===== src/rtl/bram_stream_reader.sv =====
// Streams a contiguous run of BRAM words out over a valid/ready interface via a 4-entry FIFO.
// Optional feature: define BRAM_STREAM_READER_TLAST_EN to drive o_tlast on the final beat.
module bram_stream_reader #(
    parameter int ADDR_WIDTH = 8,
    parameter int DATA_WIDTH = 8,
    parameter int LEN_WIDTH  = 9
) (
    input  logic                  i_clk,
    input  logic                  i_rst_n,
    input  logic                  i_start,
    input  logic [ADDR_WIDTH-1:0] i_base_addr,
    input  logic [LEN_WIDTH-1:0]  i_len,
    output logic [ADDR_WIDTH-1:0] o_rd_addr,
    input  logic [DATA_WIDTH-1:0] i_rd_data,
    output logic                  o_tvalid,
    output logic [DATA_WIDTH-1:0] o_tdata,
    input  logic                  i_tready,
    output logic                  o_tlast,
    output logic                  o_busy,
    output logic                  o_done
);

    typedef enum logic [1:0] {
        IDLE  = 2'd0,
        RUN   = 2'd1,
        DRAIN = 2'd2
    } state_t;

    state_t                state_q, state_d;
    logic [ADDR_WIDTH-1:0] addr_q, addr_d;
    logic [LEN_WIDTH-1:0]  rem_q, rem_d;
    logic [ADDR_WIDTH-1:0] rd_addr_q, rd_addr_d;
    logic                  issued_q, issued_d;
    logic                  rdvalid_q;
    logic                  done_q, done_d;

    logic [DATA_WIDTH-1:0] fifo_q [4];
    logic [1:0]            wr_ptr_q, rd_ptr_q;
    logic [2:0]            count_q;

    logic                  push, pop, can_issue, last_head;
    logic [2:0]            occupancy;

    // issued_q: address on the BRAM port this cycle; rdvalid_q: its data on i_rd_data now
    assign push      = rdvalid_q;
    assign pop       = o_tvalid && i_tready;
    assign occupancy = count_q + {2'b00, issued_q} + {2'b00, rdvalid_q};
    assign can_issue = (state_q == RUN) && (occupancy < 3'd4);
    assign last_head = (state_q == DRAIN) && (count_q == 3'd1) && !issued_q && !rdvalid_q;

    always_ff @(posedge i_clk or negedge i_rst_n) begin
        if (!i_rst_n) begin
            state_q   <= IDLE;
            addr_q    <= '0;
            rem_q     <= '0;
            rd_addr_q <= '0;
            issued_q  <= 1'b0;
            rdvalid_q <= 1'b0;
            done_q    <= 1'b0;
        end else begin
            state_q   <= state_d;
            addr_q    <= addr_d;
            rem_q     <= rem_d;
            rd_addr_q <= rd_addr_d;
            issued_q  <= issued_d;
            rdvalid_q <= issued_q;
            done_q    <= done_d;
        end
    end

    always_comb begin
        state_d   = state_q;
        addr_d    = addr_q;
        rem_d     = rem_q;
        rd_addr_d = rd_addr_q;
        issued_d  = 1'b0;
        done_d    = 1'b0;
        case (state_q)
            IDLE: begin
                if (i_start) begin
                    if (i_len != '0) begin
                        state_d = RUN;
                        addr_d  = i_base_addr;
                        rem_d   = i_len;
                    end else begin
                        done_d = 1'b1;
                    end
                end
            end
            RUN: begin
                if (can_issue) begin
                    rd_addr_d = addr_q;
                    addr_d    = addr_q + ADDR_WIDTH'(1);
                    rem_d     = rem_q - LEN_WIDTH'(1);
                    issued_d  = 1'b1;
                    if (rem_q == LEN_WIDTH'(1)) begin
                        state_d = DRAIN;
                    end
                end
            end
            DRAIN: begin
                if (pop && last_head) begin
                    state_d = IDLE;
                    done_d  = 1'b1;
                end
            end
            default: state_d = IDLE;
        endcase
    end

    // Issue throttling guarantees a push never meets a full FIFO
    always_ff @(posedge i_clk or negedge i_rst_n) begin
        if (!i_rst_n) begin
            for (int i = 0; i < 4; i++) begin
                fifo_q[i] <= '0;
            end
            wr_ptr_q <= '0;
            rd_ptr_q <= '0;
            count_q  <= '0;
        end else begin
            if (push) begin
                fifo_q[wr_ptr_q] <= i_rd_data;
                wr_ptr_q         <= wr_ptr_q + 2'd1;
            end
            if (pop) begin
                rd_ptr_q <= rd_ptr_q + 2'd1;
            end
            case ({push, pop})
                2'b10:   count_q <= count_q + 3'd1;
                2'b01:   count_q <= count_q - 3'd1;
                default: count_q <= count_q;
            endcase
        end
    end

    assign o_rd_addr = rd_addr_q;
    assign o_tvalid  = (count_q != 3'd0);
    assign o_tdata   = fifo_q[rd_ptr_q];
    assign o_busy    = (state_q != IDLE);
    assign o_done    = done_q;

`ifdef BRAM_STREAM_READER_TLAST_EN
    assign o_tlast = o_tvalid && last_head;
`else
    assign o_tlast = 1'b0;
`endif

endmodule


===== config.mk =====
export PLATFORM = sky130hd
export DESIGN_NAME = bram_stream_reader
export DESIGN_NICKNAME = d
export VERILOG_FILES = /design/src/rtl/bram_stream_reader.sv
export SDC_FILE = /design/constraint.sdc
export NUM_CORES = 1
export LEC_CHECK = 0
export CELL_PAD_IN_SITES_DETAIL_PLACEMENT = 2
export CELL_PAD_IN_SITES_GLOBAL_PLACEMENT = 2
export CORE_ASPECT_RATIO = 0.75
export CORE_MARGIN = 5
export CORE_UTILIZATION = 41
export CTS_BUF_LIST = sky130_fd_sc_hd__clkbuf_8
export CTS_CLUSTER_DIAMETER = 40
export DETAILED_ROUTE_END_ITERATION = 16
export PLACE_DENSITY = 0.93
export RECOVER_POWER = 25
export SLEW_MARGIN = 20
export SYNTH_ARGS = -nofsm -noshare
export SYNTH_HDL_FRONTEND = slang
export SYNTH_SLANG_ARGS = --single-unit
export TNS_END_PERCENT = 30

===== constraint.sdc =====
create_clock -name i_clk -period 5.5 [get_ports i_clk]
set_clock_uncertainty 0.15 [all_clocks]
set_input_delay 0.55 -clock i_clk [delete_from_list [all_inputs] [get_ports i_clk]]
set_output_delay 0.55 -clock i_clk [all_outputs]
set_load 0.01 [all_outputs]

## Word level (Yosys, flattened, before mapping)

Cells that the tools add are included.

- Register bits after elaboration: 69
- Input port bits: 29
- Output and inout bits: 20
- Word-level logic and storage cells: 84

- $add $sub $neg: 8
- $lt $le $gt $ge: 4
- Equal/unequal tests: 11
- Multiplexer cells: 27
- Bitwise logic cells: 2
- Reduce and logical (&&, ||, !) cells: 18

Operator list:

| kind | number |
|---|---|
| $mux 8 | 6 |
| $bwmux 32 | 1 |
| $mux 9 | 3 |
| $pmux 9 s2 | 1 |
| $bmux 8 s2 | 1 |
| $demux 8 s2 | 1 |
| $pmux 8 s2 | 1 |
| $mux 2 | 5 |
| $eq 9x1->1 const B | 1 |
| $reduce_bool 9->1 | 1 |
| $sub 9x1->9 const B | 1 |
| $add 8x1->8 const B | 1 |
| $logic_and 1x1->1 | 7 |
| $add 3x1->3 | 2 |
| $ge 3x3->1 const B | 2 |
| $ne 2x2->1 const B | 3 |
| $not 2->3 | 2 |
| $pmux 2 s3 | 1 |
| $pmux 3 s2 | 1 |
| $reduce_bool 2->1 | 3 |
| $mux 1 | 5 |
| $reduce_and 5->1 | 1 |
| $add 2x1->2 const B | 2 |
| $eq 2x1->1 const B | 2 |
| 13 further kinds | 16 |

## Longest topological paths before layout

- Depth in word-level cells: 7
- Depth in mapped cells: 8
- Depth with buffers taken out: 8

## Worst setup path before layout

No wires, ideal clock.

- Kind: register to register
- Start: register count_q[0]
- End: register rd_addr_q[0], in the netlist o_rd_addr[0]
- Library setup time: 125 ps
- Data arrival time: 1882 ps
- Required time: 5225 ps
- Slack: 3343 ps
- Stages on the path, launching flop included: 8
- Buffers on the path: 1
- Clock period less this slack: 2157 ps
- Cells stage by stage: dfrtp_1 -> ha_1 -> a21oi_2 -> mux2i_4 -> o211a_1 -> buf_6 -> nand2_8 -> mux2_4

- Cells in the longest elaborated chain, start to end: 5

RTL lines:

| element | line | RTL |
|---|---|---|
| from (decl) | 39 | `logic [2:0] count_q;` |
| from (signal assigned) | 129 | `2'b10: count_q <= count_q + 3'd1;` |
| from (signal assigned) | 130 | `2'b01: count_q <= count_q - 3'd1;` |
| from (signal assigned) | 131 | `default: count_q <= count_q;` |
| $add 3x1->3 (2 in a row) | 47 | `assign occupancy = count_q + {2'b00, issued_q} + {2'b00, rdvalid_q};` |
| $lt 3x3->1 | 48 | `assign can_issue = (state_q == RUN) && (occupancy < 3'd4);` |
| $logic_and 1x1->1 | 48 |  |
| $reduce_and 2->1 (no source line) | - |  |
| to (signal assigned) | 64 | `rd_addr_q <= rd_addr_d;` |
| to (decl) | 32 | `logic [ADDR_WIDTH-1:0] rd_addr_q, rd_addr_d;` |

Every way passes these cells.
A chain may end at the register's enable or synchronous reset.

## Worst setup path in the final report

- Start: register rd_ptr_q[0]
- End: output port o_tdata[3]

- Cells in the longest elaborated chain, start to end: 4

RTL lines:

| element | line | RTL |
|---|---|---|
| from (decl) | 38 | `logic [1:0] wr_ptr_q, rd_ptr_q;` |
| from (signal assigned) | 126 | `rd_ptr_q <= rd_ptr_q + 2'd1;` |
| $not 2->3 (not written as such) | 138 | `assign o_tdata = fifo_q[rd_ptr_q];` |
| $bmux 8 s2 | 138 |  |
| $mux 8 (not written as such) (2 in a row) | 138 |  |
| to (decl) | 16 | `output logic [DATA_WIDTH-1:0] o_tdata,` |

Every way passes these cells. The select of a mux whose other input is x is not followed.

==> summary.txt <==
Run status
  • Outcome: finished clean

Synth
  • Area contributors post-synth: dfrtp_1 (50%), mux2_2 (10%), mux4_2 (5.2%)
  • Ys flop type: dfrtp_1
  • Synthesized instance count: between 200 and 300
  • Avg Cell Area, Syn: around 12 sq um
  • Syn Nets: around 330
  • #FFs+latches synth: between 60 and 70
  • Sequential-to-total area share from yosys stat: 49.8%
  • Combinational family with the most area after synthesis: multiplexers
  • Complex-gate fraction of the synthesized area: 11.1%
  • Top-area cell type share of the netlist area: between 40% and 50%
  • Yosys top cell by area: dfrtp_1
  • Ys Warns: 0
  • Area share of fa/ha/maj cells after synthesis: between 4 and 5%
  • Fraction of registers with async set/reset: 100%
  • Cell variety after synth: 50
  • Simple-gate share of the synthesized area: a little under a tenth
  • Portion of netlist area occupied by mux cells: between 20% and 30%
  • Xor and xnor area share after synthesis: roughly 1.5%
  • Mapped Area: between 3000 and 4000 sq um
  • Number of flops mapped to enable cells by yosys: 0

CTS
  • CTS root buf: clkbuf_8
  • # clock sinks: 69
  • Worst-path clk slew: ~0.08 ns
  • Post-CTS setup buffer count: 0
  • Total CTS buffers: 9
  • Clk_lat worst skew: 0.36 ns
  • H-Tree Depth: 3
  • CTS tree: built
  • Post-CTS sizing: 0
  • Hold Buf Count CTS: 0
  • CTS max path bufs: 2

Route
  • Via/cell ratio: 5.54
  • Number of remaining DRC errors: 0
  • Post-Route WL: 10100 um
  • Initial DRC Count: 61
  • Via count: ~2500
  • Routed len/inst: between 20 and 25 um
  • Drt first pass iters: 4
  • Post-route ant nets: 0

Floorplan
  • Initial Utilization: 41.6%
  • Horiz. Die Dim: 116 um
  • Chip height: 89.7 um
  • Core box area: ~8300 sq um
  • IO Pins: 49
  • Row count: 29
  • Die area: ~10000 sq um

Finish
  • Post-layout util: 51.4%
  • Commonest non-fill, non-tap cell in the layout: dfrtp_1
  • Nets: 374
  • Area Growth Syn to Fin: 23.6%
  • Proportion of layout cells with a drive suffix above 1: 22.6%
  • Antenna cell count: 0
  • Highest-count cells in the layout ignoring fill and taps: dfrtp_1 (69), clkdlybuf4s50_1 (46), mux2_2 (32)

Hold path
  • Min-delay worst type: in2async

Placement
  • DP HPWL: between 6000 and 7000 um
  • Port Buf Inserts: 47
  • Placer Congestion: 0.775

Global routing
  • Largest net degree at the start of global routing: 70
  • Overall Global Routing Usage: between 20% and 30%
  • Initial antenna violation count: 0
  • Overflow left after global routing: 0
  • Global-route wire length before repair: 16100 um
  • Vias in the first global route: roughly 2900

Setup path
  • Worst setup path class: reg2out
  • Type of origin of the critical path: flop
  • CP Capture Type: output pin
  • CP Max Fanout: 10
  • Worst EP required: approximately 4.8 ns
  • Worst Path Arrival: roughly 2.2 ns

Timing
  • Slew Limit Fails: 0
  • Max-slew headroom: approximately two fifths
  • Fin crit period: a little under 3 ns
  • Period utilization: between 50 and 60%
  • Fmax: 343 MHz
  • Setup-failing EPs final: 0
  • Slew of the pin with the lowest slew margin: about 0.91 ns
  • Setup TNS: 0 ns
  • RSZ-0062 raised after global routing: false
  • Final Hold Viols: 0

Run
  • Max Cap Viol: 0

Pwr
  • Pwr Density: approximately 750 nW/um^2
  • Maximum vdd drop: between 0.2 and 0.25 mV
  • Leak Pwr: between 1.5 and 2 nW
==> layout make-up <==
cell class | instances | area [sq um]
clock inverter | 7 | 163
inverter | 10 | 37.5
sequential | 69 | 1730
multi-input combinational | 193 | 1620
timing repair buffer | 49 | 480
tap | 108 | 135
fill | 827 | 4060
clock buffer | 9 | 124
==> metal layers <==
metal  vias to the layer above  share of wire, %  GRT usage [%]
li1                       1124                 -              -
met3                        12               3.1           4.82
met2                        48                52           37.5
met5                         -                 0              0
met1                      1281                44           25.1
met4                         0               1.5           5.80
==> cell families after synthesis <==
| kind of cell | count (synthesis) |
|---|---|
| AO/OA/AOI/OAI | 63 |
| other | 1 |
| flip-flops | 69 |
| buffers and inverters | 22 |
| XOR/XNOR | 6 |
| AND/OR/NAND/NOR | 59 |
| multiplexers | 51 |
| adder cells (fa/ha/maj) | 13 |
==> stage by stage <==
stage	hold slack [ns]	cells	total power, mW	setup slack [ns]	area [sq um]
2_1_floorplan	0.104	284	2.10	3.34	3470
3_3_place_gp	0.262	429	2.45	2.64	4000
3_5_place_dp	0.280	429	2.61	2.54	4000
4_1_cts	0.275	445	3.26	2.53	4290
5_1_grt	0.294	445	3.43	2.46	4290
6_report	0.246	445	3.22	2.58	4290
==> cell usage after synthesis, types with 2 or more instances <==
| master | number |
|---|---|
| inv_1 | 10 |
| o211ai_2 | 2 |
| nand2b_1 | 2 |
| mux2_4 | 8 |
| xnor2_1 | 3 |
| nand3b_1 | 2 |
| a31oi_1 | 2 |
| a22oi_1 | 2 |
| nand3_1 | 7 |
| o21a_1 | 2 |
| mux2i_1 | 2 |
| clkbuf_1 | 4 |
| mux4_2 | 8 |
| mux2_2 | 32 |
| o22ai_1 | 3 |
| ha_1 | 13 |
| nor2_1 | 11 |
| nor2b_1 | 2 |
| o21ai_0 | 23 |
| dfrtp_1 | 69 |
| nor4_1 | 3 |
| nand2_1 | 17 |
| nor3_1 | 6 |
| buf_6 | 4 |
| a21oi_1 | 19 |
| xor2_1 | 3 |
| buf_4 | 2 |
==> where the power goes <==
| part | internal, mW | total, mW | switching, mW |
|---|---|---|---|
| sequential | 0.775 | 1.04 | 0.269 |
| clock | 0.392 | 0.603 | 0.211 |
| combinational | 0.806 | 1.57 | 0.766 |
==> critical path: stages (launching register included) <==
cell             delay (ns)
dfrtp_1                0.75
mux4_2                 0.59
clkdlybuf4s50_1        0.51
==> final timing paths <==
| path | slack, ns | startpoint | depth (start not counted) | endpoint |
|---|---|---|---|---|
| min reg2reg | 0.29 | issued_q$_DFF_PN0_ | 0 | push$_DFF_PN0_ |
| min | 0.25 | i_rst_n | 2 | rem_q[4]$_DFFE_PN0P_ |
| max in group asynchronous | 4.36 | i_rst_n | 2 | rd_ptr_q[1]$_DFFE_PN0P_ |
| max reg2reg | 2.68 | push$_DFF_PN0_ | 6 | o_rd_addr[0]$_DFFE_PN0P_ |
| max | 2.58 | rd_ptr_q[0]$_DFFE_PN0P_ | 2 | o_tdata[3] |
| min in group i_clk | 0.29 | issued_q$_DFF_PN0_ | 0 | push$_DFF_PN0_ |
==> state kept, by name, summed over array words and instances, names as in the netlist <==
| register | cells |
|---|---|
| rem_q | 9 |
| o_rd_addr | 8 |
| issued_q | 1 |
| state_q | 2 |
| addr_q | 8 |
| o_done | 1 |
| count_q | 3 |
| fifo_q | 32 |
| wr_ptr_q | 2 |
| push | 1 |
| rd_ptr_q | 2 |
No activity file was read; power rests on OpenSTA's default activity.
